## src/rtl/spi_host_mock_pkg.sv

```systemverilog
// spi_host_mock_pkg: shared state encoding and constants for the UART-emulated SPI host.
package spi_host_mock_pkg;
  typedef enum logic [1:0] {S_IDLE, S_SEND, S_RECV, S_DONE} state_t;
  localparam int BYTES_PER_WORD = 4;
  localparam logic [31:0] TIMEOUT_PAD = 32'hFFFF_FFFF;
endpackage

```

## src/rtl/spi_host_mock_uart.sv

```systemverilog
// spi_host_mock_uart: 8N1 UART core with AXI-stream byte ports; one bit lasts prescale*8 cycles.
module spi_host_mock_uart (
  input  logic        clk,
  input  logic        rst,
  input  logic [15:0] prescale,
  input  logic [7:0]  s_axis_tdata,
  input  logic        s_axis_tvalid,
  output logic        s_axis_tready,
  output logic [7:0]  m_axis_tdata,
  output logic        m_axis_tvalid,
  input  logic        m_axis_tready,
  input  logic        rxd,
  output logic        txd
);
  logic [18:0] bit_cycles, half_cycles, tx_cnt, rx_cnt;
  logic [8:0]  tx_sh;
  logic [7:0]  rx_sh;
  logic [3:0]  tx_bits, rx_bits;
  logic        tx_busy, rx_busy, rx_meta, rx_s;
  assign bit_cycles    = {prescale, 3'b000} - 19'd1;
  assign half_cycles   = {1'b0, prescale, 2'b00} - 19'd1;
  assign s_axis_tready = !tx_busy;
  always_ff @(posedge clk) begin
    if (rst) begin
      tx_busy <= 1'b0;
      txd     <= 1'b1;
      tx_sh   <= '0;
      tx_bits <= '0;
      tx_cnt  <= '0;
    end else if (!tx_busy) begin
      if (s_axis_tvalid) begin
        tx_busy <= 1'b1;
        txd     <= 1'b0;
        tx_sh   <= {1'b1, s_axis_tdata};
        tx_bits <= 4'd9;
        tx_cnt  <= bit_cycles;
      end
    end else if (tx_cnt != '0) begin
      tx_cnt <= tx_cnt - 19'd1;
    end else if (tx_bits != '0) begin
      txd     <= tx_sh[0];
      tx_sh   <= {1'b0, tx_sh[8:1]};
      tx_bits <= tx_bits - 4'd1;
      tx_cnt  <= bit_cycles;
    end else begin
      tx_busy <= 1'b0;
    end
  end
  // rx_bits: 9 = start-bit check, 8..1 = data bits, 0 = stop bit
  always_ff @(posedge clk) begin
    if (rst) begin
      rx_meta       <= 1'b1;
      rx_s          <= 1'b1;
      rx_busy       <= 1'b0;
      rx_sh         <= '0;
      rx_bits       <= '0;
      rx_cnt        <= '0;
      m_axis_tdata  <= '0;
      m_axis_tvalid <= 1'b0;
    end else begin
      rx_meta <= rxd;
      rx_s    <= rx_meta;
      if (m_axis_tvalid && m_axis_tready) m_axis_tvalid <= 1'b0;
      if (!rx_busy) begin
        if (!rx_s) begin
          rx_busy <= 1'b1;
          rx_bits <= 4'd9;
          rx_cnt  <= half_cycles;
        end
      end else if (rx_cnt != '0) begin
        rx_cnt <= rx_cnt - 19'd1;
      end else if (rx_bits == 4'd9) begin
        rx_busy <= !rx_s;
        rx_bits <= 4'd8;
        rx_cnt  <= bit_cycles;
      end else if (rx_bits != '0) begin
        rx_sh   <= {rx_s, rx_sh[7:1]};
        rx_bits <= rx_bits - 4'd1;
        rx_cnt  <= bit_cycles;
      end else begin
        rx_busy <= 1'b0;
        if (rx_s) begin
          m_axis_tdata  <= rx_sh;
          m_axis_tvalid <= 1'b1;
        end
      end
    end
  end
endmodule

```

## src/rtl/spi_host_mock.sv

```systemverilog
// spi_host_mock: sends 32-bit requests as four UART bytes LSB first and assembles the
// four-byte reply into a response word, padding with all-ones on inter-byte timeout.
module spi_host_mock
  import spi_host_mock_pkg::*;
#(
  parameter int CLK_HZ         = 100000000,
  parameter int BAUD           = 115200,
  parameter int TIMEOUT_CYCLES = 1000000
) (
  input  logic        clk100mhz,
  input  logic        reset,
  input  logic        uart_rxd,
  output logic        uart_txd,
  input  logic [31:0] req_data,
  input  logic        req_valid,
  output logic        req_ready,
  output logic [31:0] rsp_data,
  output logic        rsp_valid,
  input  logic        rsp_ready,
  output logic        rsp_timeout,
  output logic        busy
);
  localparam logic [15:0] PRESCALE = 16'(CLK_HZ / (BAUD * 8));
  localparam int TW = ($clog2(TIMEOUT_CYCLES) < 1) ? 1 : $clog2(TIMEOUT_CYCLES);
  localparam logic [1:0] LAST = 2'(BYTES_PER_WORD - 1);
  state_t        state, state_next;
  logic [31:0]   sh, tmp;
  logic [1:0]    cnt;
  logic [TW-1:0] tmr;
  logic [7:0]    rx_data;
  logic          tx_valid, tx_ready, tx_hs, rx_valid, rx_hs;
  logic          accept, last_tx, last_rx, expire, consume;
  spi_host_mock_uart u_uart (
    .clk           (clk100mhz),
    .rst           (~reset),
    .prescale      (PRESCALE),
    .s_axis_tdata  (sh[7:0]),
    .s_axis_tvalid (tx_valid),
    .s_axis_tready (tx_ready),
    .m_axis_tdata  (rx_data),
    .m_axis_tvalid (rx_valid),
    .m_axis_tready (1'b1),
    .rxd           (uart_rxd),
    .txd           (uart_txd)
  );
  assign req_ready = reset && state == S_IDLE;
  assign busy      = state != S_IDLE;
  assign tx_valid  = state == S_SEND;
  assign tx_hs     = tx_valid && tx_ready;
  assign rx_hs     = rx_valid && state == S_RECV;
  always_comb begin
    accept     = req_valid && req_ready;
    last_tx    = tx_hs && cnt == LAST;
    last_rx    = rx_hs && cnt == LAST;
    expire     = state == S_RECV && !rx_valid && tmr == TW'(TIMEOUT_CYCLES - 1);
    consume    = state == S_DONE && rsp_ready;
    state_next = accept ? S_SEND :
                 last_tx ? S_RECV :
                 (last_rx || expire) ? S_DONE :
                 consume ? S_IDLE : state;
  end
  always_ff @(posedge clk100mhz) state <= !reset ? S_IDLE : state_next;
  // Stray RX bytes outside RECV are taken by the core but never reach tmp
  always_ff @(posedge clk100mhz) begin
    if (!reset) begin
      sh          <= '0;
      tmp         <= '0;
      cnt         <= '0;
      tmr         <= '0;
      rsp_data    <= '0;
      rsp_valid   <= 1'b0;
      rsp_timeout <= 1'b0;
    end else begin
      if (accept) begin
        sh  <= req_data;
        cnt <= '0;
      end
      if (tx_hs) begin
        sh  <= {8'h00, sh[31:8]};
        cnt <= cnt + 2'd1;
        tmr <= '0;
      end
      if (state == S_RECV) tmr <= rx_valid ? '0 : tmr + TW'(1);
      if (rx_hs) begin
        tmp <= {rx_data, tmp[31:8]};
        cnt <= cnt + 2'd1;
      end
      if (last_rx) begin
        rsp_data    <= {rx_data, tmp[31:8]};
        rsp_valid   <= 1'b1;
        rsp_timeout <= 1'b0;
      end
      if (expire) begin
        rsp_data    <= TIMEOUT_PAD;
        rsp_valid   <= 1'b1;
        rsp_timeout <= 1'b1;
      end
      if (consume) begin
        rsp_valid   <= 1'b0;
        rsp_timeout <= 1'b0;
      end
    end
  end
endmodule

```

## config.mk

```make
export PLATFORM = sky130hd
export DESIGN_NAME = spi_host_mock
export DESIGN_NICKNAME = d
export VERILOG_FILES = /design/src/rtl/spi_host_mock_pkg.sv /design/src/rtl/spi_host_mock_uart.sv /design/src/rtl/spi_host_mock.sv
export SDC_FILE = /design/constraint.sdc
export NUM_CORES = 1
export LEC_CHECK = 0
export CAP_MARGIN = 20
export CELL_PAD_IN_SITES_DETAIL_PLACEMENT = 1
export CELL_PAD_IN_SITES_GLOBAL_PLACEMENT = 2
export CORE_MARGIN = 4
export CORE_UTILIZATION = 32
export CTS_CLUSTER_SIZE = 28
export DETAILED_ROUTE_END_ITERATION = 10
export PLACE_DENSITY_LB_ADDON = 0.1
export RECOVER_POWER = 50
export REMOVE_ABC_BUFFERS = 1
export SLEW_MARGIN = 10
export SYNTH_ARGS = -nofsm -noshare
export SYNTH_HDL_FRONTEND = slang
export SYNTH_SLANG_ARGS = --single-unit
export TNS_END_PERCENT = 100
```

## constraint.sdc

```tcl
create_clock -name clk100mhz -period 2.3 [get_ports clk100mhz]
set_clock_uncertainty 0.05 [all_clocks]
set_input_delay 0.46 -clock clk100mhz [delete_from_list [all_inputs] [get_ports clk100mhz]]
set_output_delay 0.46 -clock clk100mhz [all_outputs]
set_load 0.05 [all_outputs]
```

# ---- After elaboration in Yosys (flattened, before gate mapping)
# Index checks and enable logic that the tools add are counted.
dict set report word_totals {
  elab_cells 137
  register_bits 199
}
dict set report classes {
  eq_ne 13
  muxes 54
  n_addsub 6
  reduce_logical 36
  n_bitwise 5
}
# operator count
set op_table {}
lappend op_table {{2-to-1 mux 19 bit} 9}
lappend op_table {{2-to-1 mux 32 bit} 2}
lappend op_table {{2-to-1 mux 20 bit} 3}
lappend op_table {{2-to-1 mux 24 bit} 2}
lappend op_table {{nonzero test 19 bit} 2}
lappend op_table {{subtractor 19 x 1 -> 19 bit (second input constant)} 2}
lappend op_table {{2-to-1 mux 4 bit} 9}
lappend op_table {{2-to-1 mux 9 bit} 4}
lappend op_table {{adder 20 x 1 -> 20 bit (second input constant)} 1}
lappend op_table {{equality test 20 bit (second input constant)} 1}
lappend op_table {{2-to-1 mux 1 bit} 19}
lappend op_table {{2-to-1 mux 2 bit} 6}
lappend op_table {{nonzero test 4 bit} 3}
lappend op_table {{nonzero test 2 bit} 5}
lappend op_table {{logical AND 1 bit} 9}
lappend op_table {{subtractor 4 x 1 -> 4 bit (second input constant)} 2}
lappend op_table {{equality test 2 bit (second input constant)} 3}
lappend op_table {{!= test 2 bit (second input constant)} 3}
lappend op_table {{!= test 3 bit (second input constant)} 2}
lappend op_table {{AND reduction 3 bit} 2}
lappend op_table {{nonzero test 3 bit} 2}
lappend op_table {{OR reduction 2 bit} 3}
lappend op_table {{inverter 1 bit} 5}
lappend op_table {{AND reduction 5 bit} 1}
lappend op_table {{11 further kinds} 14}

# ---- Depth between registers and ports, before layout
# Gate-level depths: netlist of the first run.
dict set report depth {
  depth_word 7
  depth_mapped 9
  ltp_nobuf 7
}

# ---- Hierarchy
# Synthesis of the first run repeated with hierarchy kept, for this count alone.
dict set report unflattened {
  cells_unflattened 1108
  area_unflattened_um2 9037.4
}
# mod area_per_inst_um2 cells_per_inst seq_area_each_um2 n_inst
set by_module_without_submodules {}
lappend by_module_without_submodules {spi_host_mock 4672.0 560 2282.2 1}
lappend by_module_without_submodules {spi_host_mock_uart 4365.4 548 1541.5 1}

# ---- Worst setup path before layout of the first run
# Ideal clock, no wire load.
dict set report synth_path {
  path_kind {input -> register}
  from {in reset}
  to {reg sh[22]}
  t_arrival_ns 2.724
  path_stages 6
  setup_ns 0.091
  path_buffers 2
  t_required_ns 2.159
  slack_ns -0.565
  cell_sequence {nor3b_1 -> and2_1 -> clkbuf_1 -> clkbuf_1 -> nand2_1 -> a311oi_1}
}
dict set report synth_via {
  elab_chain_cells 3
}
# item line
set synth_lines {}
lappend synth_lines {{start, declared} spi_host_mock.sv:11} ;# input logic reset,
lappend synth_lines {{logical AND 1 bit} spi_host_mock.sv:46} ;# assign req_ready = reset && state == S_IDLE;
lappend synth_lines {{logical AND 1 bit} spi_host_mock.sv:52} ;# accept = req_valid && req_ready;
lappend synth_lines {{nonzero test 2 bit (no source line)} -}
lappend synth_lines {{end signal, assigned} spi_host_mock.sv:75} ;# sh <= req_data;
lappend synth_lines {{end signal, assigned} spi_host_mock.sv:79} ;# sh <= {8'h00, sh[31:8]};
lappend synth_lines {{end, declared} spi_host_mock.sv:27} ;# logic [31:0] sh, tmp;
# Parallel ways exist; a longest one is shown, timed or not.
# A chain may end at the register's enable or synchronous reset.

# ---- Worst setup path in the final report of the first run
dict set report layout_path {
  from {reg u_uart.tx_cnt[13]}
  to {reg u_uart.tx_cnt[6]}
}
dict set report layout_via {
  elab_chain_cells 3
}
# item line
set layout_lines {}
lappend layout_lines {{start, declared} spi_host_mock_uart.sv:15} ;# logic [18:0] bit_cycles, half_cycles, tx_cnt, rx_cnt;
lappend layout_lines {{start signal, assigned} spi_host_mock_uart.sv:36} ;# tx_cnt <= bit_cycles;
lappend layout_lines {{start signal, assigned} spi_host_mock_uart.sv:39} ;# tx_cnt <= tx_cnt - 19'd1;
lappend layout_lines {{start signal, assigned} spi_host_mock_uart.sv:44} ;# tx_cnt <= bit_cycles;
lappend layout_lines {{nonzero test 19 bit *} spi_host_mock_uart.sv:38} ;# end else if (tx_cnt != '0) begin
lappend layout_lines {{!= test 3 bit (no source line) / 2-to-1 mux 19 bit (equally long branches)} -}
lappend layout_lines {{AND reduction 2 bit (no source line) / 2-to-1 mux 19 bit (equally long branches)} -}
# Mark *: on every way between the ends. The rest lies on a longest branch, timed or not.

==> results of run 1 <==
[routing by layer]
metal	track usage	up-vias	routed length, um
met3	0.02896	14	560
met1	0.2122	3566	11020
met4	0.03776	0	211
met5	0	-	0
li1	-	3678	-
met2	0.2622	82	10670
[cell usage after synthesis, drive strengths merged (2+ instances only)]
library cell and count:
dfxtp 191, nand2 157, a21oi 93, nor2 79, clkbuf 51, mux2i 51, o21ai 33, nand3 30
a311oi 27, inv 22, nor3 22, nand4 18, xor2 15, or4 12, a211oi 10, nor4 10
a31oi 9, and3 9, ha 9, buf 8, or3 8, o31ai 7, o21a 6, xnor2 6
and4 5, nand2b 5, nor3b 5, o211a 5, and2 4, a21o 3, nand3b 3, o2111ai 3
o211ai 3, o221ai 3, o22ai 3, a21bo 2, a221oi 2, a22oi 2, a32oi 2, nand4b 2
nor4b 2, o311ai 2, o31a 2, or3b 2
[flip-flops by register name (all words and copies together) (netlist names), 4 cells and up]
signal	count
rsp_data	32
sh	32
tmp	24
tmr	20
u_uart.rx_cnt	19
u_uart.tx_cnt	19
u_uart.tx_sh	9
u_uart.m_axis_tdata	8
u_uart.rx_sh	8
u_uart.rx_bits	4
u_uart.tx_bits	4
[power by group through the flow]
stage | Sequential (mW) | Clock [mW] | Combinational (mW)
final | 3.76 | 3.11 | 2.75
after global routing | 3.80 | 3.35 | 3.05
after CTS | 3.76 | 3.21 | 2.66
after detailed placement | 3.82 | 0 | 2.59
after global placement | 3.81 | 0 | 2.58
after floorplan | 3.86 | 0 | 1.47
[layout make-up]
class,instances,area (sq um)
multi-input combinational,687,4174
tap,330,412.9
timing repair buffer,154,1336
inverter,22,85.08
clock inverter,15,195.2
sequential,191,3826
clock buffer,17,425.4
fill,2984,14800
[through the flow]
stage,setup slack [ps],TNS [ps],power (mW)
after global placement,-48.66,-110.4,6.395
after global routing,-108.2,-1455,10.19
after detailed placement,-87.17,-231.0,6.408
final,-31.83,-58.51,9.607
after floorplan,-836.9,-62310,5.325
after CTS,-24.48,-44.32,9.622
[kinds of logic (layout without fill, tap and decap cells)]
group                      count (synthesis)  after routing  synth area share
xor gates and xnor gates                  21             21           0.02230
buffers and inverters                     81            208           0.03944
AOI/OAI and AO/OA                        229            229            0.1831
adders and majority gates                  9              9           0.01365
DFF                                      191            191            0.4636
and+or+nand+nor                          377            377            0.2160
muxes                                     51             51           0.06189
[timing repair]
action	in CTS	in global routing
setup buffers	1	0
resized for setup	6	13
pin swaps	0	1
setup endpoints to repair	9	50
hold endpoints to repair	0	0
[worst max-delay path by stage]
| stage | start | to | slack [ps] | cells after the start |
|---|---|---|---|---|
| after detailed placement | u_uart.tx_cnt[9]$_SDFFE_PN0P_ | u_uart.tx_cnt[6]$_SDFFE_PN0P_ | -90 | 5 |
| after CTS | u_uart.tx_cnt[0]$_SDFFE_PN0P_ | u_uart.tx_cnt[6]$_SDFFE_PN0P_ | -20 | 7 |
| after global placement | u_uart.tx_cnt[0]$_SDFFE_PN0P_ | u_uart.tx_cnt[6]$_SDFFE_PN0P_ | -50 | 7 |
| after global routing | u_uart.tx_cnt[1]$_SDFFE_PN0P_ | u_uart.tx_cnt[3]$_SDFFE_PN0P_ | -110 | 7 |
| final | u_uart.tx_cnt[13]$_SDFFE_PN0P_ | u_uart.tx_cnt[6]$_SDFFE_PN0P_ | -30 | 5 |
| after floorplan | reset | sh[0]$_SDFFE_PN0P_ | -840 | 4 |
==> impl_metrics.toml, run 1 <==
[outcome]
status = "complete, but fails checks"
violations = "negative setup slack"

[final_layout]
num_antenna_cells = 0
final_core_util = 0.4140
drive_gt1_frac = 0.1298
area_growth_pct = 26.76
layout_common_cells = "dfxtp_1 (189), nand2_1 (157), a21oi_1 (93)"
fin_area_sq_um = 10460
final_common_cell = "dfxtp_1"
nNetsFinal = 1119
stdcell_count = 1416

[setup_path]
arrival_ps = 2610
cpMostUsedCell = "or4_4"
crit_slowest_cell = "or4_4"
required_ps = 2580
r2r-start = "u_uart.tx_cnt[13]$_SDFFE_PN0P_"
crit_fanout = 8
cp_cell_sequence = "or4_4, or4_4, o31a_4, o21a_1, o211a_1"
cp_top_family = "simple AND/OR/NAND/NOR gates"
crit_type = "flip-flop to flip-flop"
max_stage_delay_ps = 590
reg2reg_depth = 5
startpoint_type = "flip-flop"
worst_r2r_endpoint = "u_uart.tx_cnt[6]$_SDFFE_PN0P_"
endpoint_kind = "flip-flop"
reg2reg_slack_ps = -30
worst-path-buf-inv = 0

[sta]
slew_viol_final = 0
worst_pin_slew_ps = 992.1
finalCritPeriodShare = 1.014
final-setup-viol-count = 2
worst_slack_ps = -31.83
min_period_ps = 2332
whs_ps = 368.9
hold_viol_final = 0
rsz0062_at_grt = "true"
fmax_mhz = 428.8
slew-limit-headroom = 0.3386

[grt]
grt_max_degree = 92
grt_pass1_vias = 7305
grt_pass1_wl_mm = 37.39
grt.total_usage = 0.1573
gr-total-overflow = 0
antenna_found_initial = 0

[clock_network]
clk_pin_slew_ps = 80
cts_max_path_buffers = 2
htreeDepth = 4
insertion_delay_ps = 440
cts_buffers = 17
hold_buffers = 0
clkSinkCount = 191
root_buffer = "clkbuf_16"
tritoncts = "done"

[routing]
routedWlPerCell_um = 15.87
avgViaCountPerCell = 5.184
wirelength_mm = 22.47
drt_iter0_drc = 382
route.detailed.drc = 0
detail-route-antenna-nets = 0
drt_first_pass_iters = 4
vias = 7340

[synthesis]
synth.cell_area_sq_um = 8248
synth_area_per_cell_sq_um = 8.601
postSynthCellCount = 959
synthDistinctLibCells = 68
synth.area.top_cells = "dfxtp_1 (46%), nand2_1 (7.1%), mux2i_1 (6.2%)"
yosysTopAreaCell = "dfxtp_1"
synth_edf_count = 0
synth.top_cell.area_share = 0.4636
ys_ff_latch = 191
ys_seq_area_frac = 0.4636
synth_warnings = 0
async_reset_ff_frac = 0
synthFlopType = "dfxtp_1"

[power]
p_seq_frac = 0.391
power_frac_clock = 0.323
p_int_mw = 6.260
leakagePower_nw = 4.153
switching_share = 0.3485
irDropWorstVdd_mv = 0.5057
p_per_area_nw_per_um2 = 918.9
p_switching_mw = 3.348
pwr-share-comb = 0.286

[floorplanning]
rows = 58
start_util = 0.3266
coreArea_sq_um = 25250
die_h_um = 168.5
die-width_um = 168.5
dieArea_sq_um = 28410
io_pins = 74

[placed_design]
io_buffers = 73
gp_congestion = 0.7330
post_dp_cell_area_sq_um = 9807
dp_hpwl_mm = 15.22
dp_cells = 1383

[hold_path]
min_path_type = "flip-flop to flip-flop"
hold_depth = 1
holdPathEnd = "u_uart.rx_s$_SDFF_PN1_"
hold_start = "u_uart.rx_meta$_SDFF_PN1_"

[run]
maxCapViolCount = 0
Power figures use the tool's default switching activity.
==> run 2, diff against run 1 <==
--- a/config.mk
+++ b/config.mk
@@ -12,6 +12,7 @@
 export CORE_UTILIZATION = 32
 export CTS_CLUSTER_SIZE = 28
 export DETAILED_ROUTE_END_ITERATION = 10
+export MAX_ROUTING_LAYER = met4
 export PLACE_DENSITY_LB_ADDON = 0.1
 export RECOVER_POWER = 50
 export REMOVE_ABC_BUFFERS = 1
==> run 2 against run 1 <==
First-iteration DRC count down 3.4%. Largest power group unchanged. Highest routed layer unchanged. Worst hold slack about the same. Final area unchanged. Clock power about the same. Critical path depth unchanged. The flow still finishes with violations (negative setup slack). Sequential power about the same. Maximum frequency down 0.17%. Via count down 0.26%. Critical endpoint unchanged. Critical path type unchanged. Non-clock buffer count unchanged.
==> impl_metrics.toml, run 2 (same netlist as run 1, synthesis figures left out) <==
[outcome]
status = "complete, but fails checks"
violations = "negative setup slack"

[final_layout]
area_growth_pct = 26.76
num_antenna_cells = 0
n_fill_cell = 2984
multi_input_area_sq_um = 4174
drive_gt1_frac = 0.1298
layout_common_cells = "dfxtp_1 (189), nand2_1 (157), a21oi_1 (93)"
stdcell_count = 1416
reg.largest.list = "rsp_data (32), sh (32), tmp (24)"
nNetsFinal = 1119
register_area_sq_um = 3826
final_common_cell = "dfxtp_1"

[sta]
slew-limit-headroom = 0.3373
finalCritPeriodShare = 1.016
final-setup-viol-count = 2
rsz0062_at_grt = "true"
worst_pin_slew_ps = 994.0
slew_viol_final = 0
whs_ps = 368.8
fmax_mhz = 428.1
min_period_ps = 2336
worst_slack_ps = -35.82
hold_viol_final = 0

[grt]
grt_use_met3 = 0.02849
grtUsageMet2 = 0.2615
grt_pass1_wl_mm = 37.45
grt_most_used_layer = "met2"
met1_usage = 0.2148
grt_pass1_vias = 7291
grt_max_degree = 92
grt.total_usage = 0.1622
antenna_found_initial = 0
gr-total-overflow = 0

[clock_network]
clk_pin_slew_ps = 80
tritoncts = "done"
cts_buffers = 17
hold_buffers = 0
insertion_delay_ps = 440
cts_max_path_buffers = 2
clkSinkCount = 191
htreeDepth = 4
root_buffer = "clkbuf_16"

[routing]
drt_iter0_drc = 369
routedWlPerCell_um = 15.87
avgViaCountPerCell = 5.170
vias = 7321
detail-route-antenna-nets = 0
wirelength_mm = 22.48
drt_first_pass_iters = 4
route.detailed.drc = 0

[power]
p_per_area_nw_per_um2 = 919.0
irDropWorstVdd_mv = 0.5061
leakagePower_nw = 4.153

[setup_path]
required_ps = 2580
arrival_ps = 2620
cpMostUsedCell = "or4_4"
crit_type = "flip-flop to flip-flop"
crit_slowest_cell = "or4_4"
max_stage_delay_ps = 590
cp_cell_sequence = "or4_4, or4_4, o31a_4, o21a_1, o211a_1"
startpoint_type = "flip-flop"
endpoint_kind = "flip-flop"
crit_fanout = 8

[floorplanning]
coreArea_sq_um = 25250
die-width_um = 168.5
start_util = 0.3266
io_pins = 74
die_h_um = 168.5
rows = 58
dieArea_sq_um = 28410

[placed_design]
dp_cells = 1383
gp_congestion = 0.7420
dp_hpwl_mm = 15.22
io_buffers = 73

[hold_path]
min_path_type = "flip-flop to flip-flop"

[run]
maxCapViolCount = 0
## run 2: what timing repair did
| item | in CTS | in global routing |
|---|---|---|
| pin swaps | 0 | 1 |
| cloned | 0 | 0 |
| setup endpoints to repair | 9 | 51 |
| buffers inserted | 1 | 0 |
| resized for setup | 6 | 13 |
## run 2: per-stage QoR
| step | area, sq um | setup TNS, ps | total power [mW] | setup slack (ps) | utilization |
|---|---|---|---|---|---|
| 2_1_floorplan | 8005 | -62310 | 5.325 | -836.9 | - |
| 3_3_place_gp | 9807 | -110.4 | 6.395 | -48.66 | 0.3883 |
| 3_5_place_dp | 9807 | -231.0 | 6.408 | -87.17 | 0.3883 |
| 4_1_cts | 10450 | -44.32 | 9.622 | -24.48 | 0.4136 |
| 5_1_grt | 10460 | -1445 | 10.20 | -108.1 | 0.4140 |
| 6_report | 10460 | -63.08 | 9.608 | -35.82 | 0.4140 |
## run 2: worst paths after layout
path	slack [ps]	depth (start not counted)	from	endpoint
setup / recovery	-40	5	u_uart.tx_cnt[13]$_SDFFE_PN0P_	u_uart.tx_cnt[6]$_SDFFE_PN0P_
hold / removal	370	1	u_uart.rx_meta$_SDFF_PN1_	u_uart.rx_s$_SDFF_PN1_
setup reg to reg	-40	5	u_uart.tx_cnt[13]$_SDFFE_PN0P_	u_uart.tx_cnt[6]$_SDFFE_PN0P_
hold reg to reg	370	1	u_uart.rx_meta$_SDFF_PN1_	u_uart.rx_s$_SDFF_PN1_
## run 2: critical path: cells and delay by family, from the launching register on
kind | cells | cell delay, ps
and+or+nand+nor | 2 | 1150
AOI/OAI and AO/OA | 3 | 710
DFF | 1 | 320
## run 2: layer usage
layer	routed length, um	vias to the layer above
li1	-	3679
met2	10670	76
met1	11120	3555
met3	504	11
met5	0	-
met4	191	0
## run 2: report_power, final
| part | switching (mW) | internal, mW | leakage, nW |
|---|---|---|---|
| Sequential | 0.182 | 3.57 | 1.55 |
| Clock | 1.59 | 1.52 | 0.299 |
| Combinational | 1.58 | 1.17 | 2.30 |
## run 2: layout make-up
cell class              count  share of cell area
clock buffers              17             0.04069
well taps                 330             0.03949
repair buffers            154              0.1278
clock inverters            15             0.01867
inverters                  22            0.008138
multi-input cells         687              0.3992
flip-flops and latches    191              0.3660
